### src/rtl/car_exit_controller_pkg.sv
// car_exit_controller_pkg: shared FSM encoding, default sizes and fee arithmetic
package car_exit_controller_pkg;
  typedef enum logic [2:0] {IDLE, LOOKUP, WAIT_PAY, OPEN, ERR, CLEAR} state_t;
  localparam int SLOTS_D = 4;
  localparam int VNO_W_D = 32;
  localparam int TS_W_D = 16;
  function automatic logic [31:0] fee_calc(logic [31:0] dur, int unit_shift, int rate);
    return ((dur >> unit_shift) + 32'd1) * 32'(rate);
  endfunction
endpackage

### src/rtl/car_exit_controller_slot_table.sv
// car_exit_controller_slot_table: bay table with registration, lookup match, free-by-index and occupancy
module car_exit_controller_slot_table import car_exit_controller_pkg::*; #(
  parameter int SLOTS = SLOTS_D,
  parameter int VNO_W = VNO_W_D,
  parameter int TS_W = TS_W_D,
  parameter int IDX_W = (SLOTS > 1) ? $clog2(SLOTS) : 1,
  parameter int OCC_W = $clog2(SLOTS + 1)
) (
  input  logic             clk,
  input  logic             reset,
  input  logic             entry_valid,
  input  logic [VNO_W-1:0] entry_vehicle_no,
  input  logic [TS_W-1:0]  ts,
  input  logic             free_en,
  input  logic [IDX_W-1:0] free_idx,
  input  logic [VNO_W-1:0] match_vno,
  output logic             match_hit,
  output logic [IDX_W-1:0] match_idx,
  output logic [TS_W-1:0]  match_ts,
  output logic             entry_drop,
  output logic [OCC_W-1:0] occupancy
);
  logic [SLOTS-1:0] valid;
  logic [VNO_W-1:0] vno [SLOTS];
  logic [TS_W-1:0] ets [SLOTS];
  logic [IDX_W-1:0] free_slot;
  logic free_hit, dup, accept;
  always_comb begin
    free_hit = 1'b0;
    free_slot = '0;
    dup = 1'b0;
    match_hit = 1'b0;
    match_idx = '0;
    occupancy = '0;
    for (int i = SLOTS - 1; i >= 0; i--) begin
      if (!valid[i]) begin
        free_hit = 1'b1;
        free_slot = IDX_W'(i);
      end
      if (valid[i] && vno[i] == entry_vehicle_no) dup = 1'b1;
      if (valid[i] && vno[i] == match_vno) begin
        match_hit = 1'b1;
        match_idx = IDX_W'(i);
      end
      occupancy = occupancy + OCC_W'(valid[i]);
    end
  end
  assign accept = entry_valid && free_hit && !dup;
  assign match_ts = ets[match_idx];
  always_ff @(posedge clk) begin
    if (reset) begin
      valid <= '0;
      entry_drop <= 1'b0;
    end else begin
      entry_drop <= entry_valid && !accept;
      if (free_en) valid[free_idx] <= 1'b0;
      if (accept) valid[free_slot] <= 1'b1;
    end
  end
  always_ff @(posedge clk) begin
    if (accept) begin
      vno[free_slot] <= entry_vehicle_no;
      ets[free_slot] <= ts;
    end
  end
endmodule

### src/rtl/car_exit_controller.sv
// car_exit_controller: exit gate that looks up parked cars, bills by duration, takes payment and opens the gate
module car_exit_controller import car_exit_controller_pkg::*; #(
  parameter int SLOTS = SLOTS_D,
  parameter int VNO_W = VNO_W_D,
  parameter int TS_W = TS_W_D,
  parameter int UNIT_SHIFT = 4,
  parameter int RATE = 5,
  parameter int FEE_W = 16,
  parameter int GATE_CYCLES = 4,
  parameter int PAY_TIMEOUT = 16
) (
  input  logic                         clk,
  input  logic                         reset,
  input  logic                         entry_valid,
  input  logic [VNO_W-1:0]             entry_vehicle_no,
  input  logic                         vehicle_present,
  input  logic [VNO_W-1:0]             exit_vehicle_no,
  input  logic                         payment_valid,
  input  logic [FEE_W-1:0]             payment_amount,
  output logic [FEE_W-1:0]             fee_due,
  output logic                         fee_valid,
  output logic                         exit_gate,
  output logic                         car_exited,
  output logic                         exit_error,
  output logic                         entry_drop,
  output logic [$clog2(SLOTS+1)-1:0]   occupancy,
  output logic                         lot_full
);
  localparam int IDX_W = (SLOTS > 1) ? $clog2(SLOTS) : 1;
  localparam int OCC_W = $clog2(SLOTS + 1);
  localparam int CNT_W = $clog2((PAY_TIMEOUT > GATE_CYCLES ? PAY_TIMEOUT : GATE_CYCLES) + 1);
  state_t state, state_n;
  logic [TS_W-1:0] ts, match_ts, dur;
  logic [VNO_W-1:0] exit_vno;
  logic [IDX_W-1:0] match_idx, slot;
  logic [CNT_W-1:0] cnt, cnt_n;
  logic [FEE_W-1:0] fee;
  logic match_hit, paid, free_en;
  car_exit_controller_slot_table #(
    .SLOTS(SLOTS), .VNO_W(VNO_W), .TS_W(TS_W), .IDX_W(IDX_W), .OCC_W(OCC_W)
  ) u_table (
    .clk(clk),
    .reset(reset),
    .entry_valid(entry_valid),
    .entry_vehicle_no(entry_vehicle_no),
    .ts(ts),
    .free_en(free_en),
    .free_idx(slot),
    .match_vno(exit_vno),
    .match_hit(match_hit),
    .match_idx(match_idx),
    .match_ts(match_ts),
    .entry_drop(entry_drop),
    .occupancy(occupancy)
  );
  assign dur = ts - match_ts;
  assign fee = FEE_W'(fee_calc(32'(dur), UNIT_SHIFT, RATE));
  assign paid = payment_valid && payment_amount >= fee_due;
  assign free_en = state == WAIT_PAY && paid;
  assign fee_valid = state == WAIT_PAY;
  assign exit_gate = state == OPEN;
  assign car_exited = state == OPEN && cnt == CNT_W'(GATE_CYCLES - 1);
  assign exit_error = state == ERR;
  assign lot_full = occupancy == OCC_W'(SLOTS);
  always_comb begin
    state_n = state;
    case (state)
      IDLE:     state_n = vehicle_present ? LOOKUP : IDLE;
      LOOKUP:   state_n = match_hit ? WAIT_PAY : ERR;
      WAIT_PAY: state_n = payment_valid ? (paid ? OPEN : ERR) : (cnt == CNT_W'(PAY_TIMEOUT - 1) ? ERR : WAIT_PAY);
      OPEN:     state_n = car_exited ? CLEAR : OPEN;
      ERR:      state_n = CLEAR;
      CLEAR:    state_n = vehicle_present ? CLEAR : IDLE;
      default:  state_n = IDLE;
    endcase
    cnt_n = (state_n == state) ? cnt + CNT_W'(1) : '0;
  end
  always_ff @(posedge clk) begin
    if (reset) begin
      state <= IDLE;
      ts <= '0;
      cnt <= '0;
      fee_due <= '0;
      exit_vno <= '0;
      slot <= '0;
    end else begin
      state <= state_n;
      ts <= ts + TS_W'(1);
      cnt <= cnt_n;
      if (state == IDLE) exit_vno <= exit_vehicle_no;
      if (state == LOOKUP && match_hit) begin
        fee_due <= fee;
        slot <= match_idx;
      end else if (state == CLEAR && !vehicle_present) begin
        fee_due <= '0;
      end
    end
  end
endmodule
### config.mk
export PLATFORM = sky130hd
export DESIGN_NAME = car_exit_controller
export DESIGN_NICKNAME = d
export VERILOG_FILES = /design/src/rtl/car_exit_controller_pkg.sv /design/src/rtl/car_exit_controller_slot_table.sv /design/src/rtl/car_exit_controller.sv
export SDC_FILE = /design/constraint.sdc
export NUM_CORES = 1
export LEC_CHECK = 0
export CAP_MARGIN = 20
export CELL_PAD_IN_SITES_DETAIL_PLACEMENT = 1
export CELL_PAD_IN_SITES_GLOBAL_PLACEMENT = 1
export CORE_MARGIN = 3
export CORE_UTILIZATION = 43
export DETAILED_ROUTE_END_ITERATION = 7
export PLACE_DENSITY_LB_ADDON = 0.05
export SYNTH_ARGS = -nofsm -noshare
export SYNTH_HDL_FRONTEND = slang
export SYNTH_SLANG_ARGS = --single-unit
### constraint.sdc
create_clock -name clk -period 8.9 [get_ports clk]
set_input_delay 2.225 -clock clk [delete_from_list [all_inputs] [get_ports clk]]
set_output_delay 2.225 -clock clk [all_outputs]
set_load 0.02 [all_outputs]
### Word level (Yosys, flattened, before mapping)

Memory sizes are Yosys's and may differ from the RTL's.
Index checks and enable logic that the tools add are counted.

* add/subtract/negate cells: 7
* multiply operators: 1
* $lt $le $gt $ge: 5
* eq/ne operators: 17
* mux-type cells: 39
* bitwise operators: 4
* reduce and logical (&&, ||, !) cells: 24

Operator list (count)
* $eq 32x32->1: 8
* $mux 16: 2
* $logic_and 1x1->1: 18
* $mux 3: 6
* $pmux 3 s6: 1
* $mux 1: 17
* $add 16x1->16 const B: 1
* $ge 16x16->1: 1
* $mul 13x3->16 const B: 1
* $mux 2: 8
* $sub 16x16->16: 1
* $add 12x1->13 const B: 1
* $mux 4: 3
* $eq 3x3->1 const B: 3
* $add 3x1->3: 2
* $eq 3x2->1 const B: 2
* $lt 2x3->1 const B: 2
* $add 5x1->5 const B: 1
* $eq 5x2->1 const B: 1
* $eq 5x4->1 const B: 1
* $and 4x4->4: 1
* $demux 1 s2: 2
* $ge 2x1->1 const B: 2
* $not 4->4: 1
* 9 further kinds: 11

* bits in registers: 79
* RAM bits: 192
* input port bits: 85
* output and inout port bits: 25
* memories kept: 2

Memories
* u_table.vno: depth 4, width 32, rd ports 4, clocked after memory_dff 0, wr ports 1, line car_exit_controller_slot_table.sv:24 `logic [VNO_W-1:0] vno [SLOTS];`
* u_table.ets: depth 4, width 16, rd ports 1, clocked after memory_dff 0, wr ports 1, line car_exit_controller_slot_table.sv:25 `logic [TS_W-1:0] ets [SLOTS];`

### Logic depth before layout (Yosys ltp)

An unclocked memory read counts as a cell.

* depth in word-level cells: 12
* mapped depth: 37
* gate-level depth less buffers: 34

### Modules after synthesis

Synthesis repeated with hierarchy kept, for this count alone.

* cells, all modules: 1295
* area total of the unflattened synthesis: 14541.4 um^2

Modules (own cells, without submodules)
* car_exit_controller_slot_table: instances 1, cells each 699, area an instance 9806.9 um^2, seq. area each 5865.6 um^2
* car_exit_controller: instances 1, cells each 596, area an instance 4734.5 um^2, seq. area each 1481.4 um^2

### Least setup slack after synthesis

OpenSTA, ideal clock, no wires.

* path kind: input to register
* start point: input port entry_vehicle_no[29]
* end point: memory u_table.ets[2][0] (netlist bit) (enable)
* arrival time: 7.893 ns
* required time: 8.321 ns
* setup slack: 0.428 ns
* stages on the path: 9
* buffers on the path: 1
* cell sequence: clkbuf_1 xnor2_1 nand4_1 nor4_1 nand4_1 nor4_1 nor4_1 o41ai_1 nor4_1

* cells in the longest elaborated chain, start to end: 10

RTL lines
* from (decl): line car_exit_controller.sv:15 `input logic [VNO_W-1:0] entry_vehicle_no,`
* $eq 32x32->1: line car_exit_controller_slot_table.sv:40 `if (valid[i] && vno[i] == entry_vehicle_no) dup = 1'b1;`
* $logic_and 1x1->1: line car_exit_controller_slot_table.sv:40
* $mux 1 (3 in series): line car_exit_controller_slot_table.sv:40
* $mux 1 (*): line car_exit_controller_slot_table.sv:40
* $logic_not 1->1 (*): line car_exit_controller_slot_table.sv:48 `assign accept = entry_valid && free_hit && !dup;`
* $logic_and 1x1->1 (*): line car_exit_controller_slot_table.sv:48
* $mux 1 (*): line car_exit_controller_slot_table.sv:61 `if (accept) begin`
* $mux 1 (not written as such) (*): line car_exit_controller_slot_table.sv:63 `ets[free_slot] <= ts;`
* to (decl): line car_exit_controller_slot_table.sv:25

Mark *: on every way between the ends. The rest lies on a longest branch, timed or not.

### Worst setup path after layout

* start point: register exit_vno[21]
* end point: register fee_due[14]

* cells in the longest elaborated chain, start to end: 11

RTL lines
* from (decl): line car_exit_controller.sv:34 `logic [VNO_W-1:0] exit_vno;`
* from (signal assigned): line car_exit_controller.sv:90 `if (state == IDLE) exit_vno <= exit_vehicle_no;`
* $eq 32x32->1: line car_exit_controller_slot_table.sv:41 `if (valid[i] && vno[i] == match_vno) begin`
* $logic_and 1x1->1: line car_exit_controller_slot_table.sv:41
* $mux 2 (4 in series): line car_exit_controller_slot_table.sv:41
* $mem_v2 4x16
* $sub 16x16->16: line car_exit_controller.sv:56 `assign dur = ts - match_ts;`
* $add 12x1->13: line car_exit_controller_pkg.sv:8 `return ((dur >> unit_shift) + 32'd1) * 32'(rate);`
* $mul 13x3->16: line car_exit_controller_pkg.sv:8
* $mux 16: line car_exit_controller.sv:91 `if (state == LOOKUP && match_hit) begin`
* to (signal assigned): line car_exit_controller.sv:83 `fee_due <= '0;`
* to (signal assigned): line car_exit_controller.sv:92 `fee_due <= fee;`
* to (signal assigned): line car_exit_controller.sv:95 `fee_due <= '0;`
* to (decl): line car_exit_controller.sv:20 `output logic [FEE_W-1:0] fee_due,`

Several ways; a longest one is shown, not always the timed one.
A chain may end at the register's enable or synchronous reset.

==> run metrics <==
skew final 35.3 ps; Horiz. Die Dim 193 um; Main synth FF type edfxtp_1; syn nets 1515; GR peak layer met2; Setup TNS 0 ps; final hold slack 450 ps; Synth top area share 38.4%; fin worst setup slack 899 ps; share of layout cells above drive strength 1 6.82%; area occupied by registers 7350 um^2; DRC Markers 0; Mean Syn Cell Area 10.9 um^2; port buffer count 109; first-pass GRT wire length 73.6 mm; cell with the most instances after synthesis edfxtp_1; die area 37200 um^2; number of global-route vias before repair 11400; clock network fraction of total power 38.6%; top cells by area, synth edfxtp_1 38%, dfxtp_1 11%, xor2_1 9.6%, xnor2_1 7.6%, ha_1 4.8%; Ys Warns 0; final setup fails 0; Cells after DPL 1871; met2 Usage GRT 45.6%; post-DP HPWL 37.7 mm; Leakage 0.00629 uW; Netlist cell types 70; status completed; num ports 110; Hold Path Class reg2reg; PD cells 188 nW/um^2; Die Ht 193 um; fin cells 1929; GR Util All Layers 26.6%; antenna cells 0; r2r endpoint fee_due[14]; Worst-path clk slew 60 ps; Critical Path Max Stage Delay 680 ps; Final ANT Viol Nets 0; Worst R2R Path Depth 29; Final min period 8000 ps; flop2flop setup slack 900 ps; Row Count 67; met3 usage 4.00%; Layout area overhead 16.4%; CP required 9350 ps; Cell Int Power 2360 uW; clock tree from TritonCTS built; H-tree depth 1; area occupied by multi-input gates 7150 um^2; top cells by count, synth 192 x edfxtp_1, 165 x xor2_1, 130 x xnor2_1; vias 10900; CP Max Fanout 28; Worst setup SP type flip-flop; critical path endpoint category flip-flop; Post-synth EDFFs 192; worst rel slew slack 39.2%; via/cell ratio 5.67; ys async rst share 0%; final wirelength 49.7 mm; Worst path most repeated cell a21oi_1; sequential cell area fraction in the yosys report 49.0%; Fin. Hold Viols 0; RSZ-0062 raised after global routing no; VDD IR-drop max 0.153 mV; slowest stage cell, crit path nor4_1; Cell Area, Synth 15000 um^2; Core Region 34000 um^2; Hold Path Sink cnt[0]; First-pass DRT Iterations 5; FMAX 125 MHz; met1 Use GR 34.7%; Yosys reg bits 271; Setup CP Type reg2reg; Overflow after GRT 0; CTS buffer count 31; worst-margin pin slew 912 ps; pre-CTS WS 950 ps; Tcrit/Tclk final 89.9%; MaxCap Viol Count 0; RD Place Congestion 1.01; post-CTS setup repair buffer count 0; Resized cells post-CTS 0; # hold bufs at CTS 0; Nets 1600; largest net degree at the start of global routing 51; initial antenna violation count 1; area leader, netlist edfxtp_1; WP data arrival 8450 ps; Clk Latency, worst-skew pair 590 ps; CTS Buffer Depth 3; switch share 28.1%; register share of total power 44.4%; Comb power frac 17.0%; Starting Density 44.2%; WL/cell 25.8 um; Root Buffer clkbuf_16; Syn Inst Count 1371; reg-to-reg startpoint exit_vno[21]; WHS Path Cells 1; Net Switching 923 uW; hold path start cnt[0]; Filler cells 3644; fin. max-slew vios 0; 1st-iter DRT viols 707; Clock Sinks 271
==> cells in the final DEF (no fill, tap or decap), types with 10 or more instances in the layout <==
cell / count
nand2b_1: 14
mux2i_1: 34
xnor2_1: 130
nand4_1: 51
edfxtp_1: 192
nand2_1: 103
clkbuf_1: 10
a22oi_1: 13
nor4_1: 54
o21ai_0: 21
a21oi_1: 64
and3_1: 14
clkbuf_16: 31
inv_1: 46
nand3_1: 29
nor2b_1: 13
xor2_1: 165
mux2_2: 17
clkdlybuf4s50_1: 108
a21o_1: 24
dfxtp_1: 79
nor2_1: 61
nor3_1: 18
buf_4: 17
ha_1: 57
==> cell type report <==
type	count	share of cell area [%]
flip-flops and latches	271	42.1
multi-input cells	978	41.0
repair buffers	126	6.95
clock buffers	46	5.05
well taps	448	3.21
inverters	48	1.03
clock inverters	12	0.724
==> power groups by stage <==
stage          clock network (uW)  logic [uW]  registers, uW
5_1_grt                      1350         613           1460
3_5_place_dp                    0         554           1480
2_1_floorplan                   0         375           1450
4_1_cts                      1290         559           1460
3_3_place_gp                    0         546           1480
6_report                     1270         557           1460
==> cell families (layout without fill, tap and decap cells) <==
family / count (synthesis) / in the layout / share of synthesized area, %
buffers and inverters: 122 / 232 / 3.51
and+or+nand+nor: 408 / 408 / 14.5
AOI/OAI and AO/OA: 164 / 164 / 7.04
xor gates and xnor gates: 295 / 295 / 17.2
DFF: 271 / 271 / 49.0
adders and majority gates: 59 / 59 / 5.02
muxes: 52 / 52 / 3.69
==> critical path: cells and delay by family (launching register included) <==
family / cells / cell delay (ps)
buf+inv: 1 / 470
simple gates: 6 / 1880
flops: 1 / 490
xor+xnor: 3 / 630
fa+ha+maj: 3 / 900
mux: 2 / 420
compound gates: 14 / 3050
==> sequential cells by signal, indices dropped and copies added, names as in the netlist <==
register	flops
cnt	5
exit_vno	32
fee_due	16
slot	2
state	3
ts	16
u_table.entry_drop	1
u_table.ets	64
u_table.valid	4
u_table.vno	128
==> worst max path at each step <==
stage	depth (start not counted)	to	startpoint
after detailed placement	29	fee_due[14]	exit_vno[21]
after global placement	31	fee_due[14]	exit_vno[16]
after CTS	29	fee_due[14]	exit_vno[21]
after global routing	29	fee_due[14]	exit_vno[16]
final	29	fee_due[14]	exit_vno[21]
after floorplan	9	u_table.ets[2][0]	entry_vehicle_no[29]
==> metrics by stage <==
| step | cell area, um^2 | util [%] | power, uW |
|---|---|---|---|
| after floorplan | 15000 | - | 1820 |
| after global placement | 16500 | 48.5 | 2030 |
| after detailed placement | 16500 | 48.5 | 2040 |
| after CTS | 17500 | 51.4 | 3310 |
| after global routing | 17500 | 51.4 | 3420 |
| final | 17500 | 51.4 | 3280 |
==> layer usage <==
layer	vias up	routed length (um)	part of all wire, %
met1	5489	21500	43
li1	5071	-	-
met4	2	1700	3.4
met2	288	23800	48
met3	88	2690	5.4
met5	-	13	0.026
Note: power is estimated with default switching activity, not from simulation.
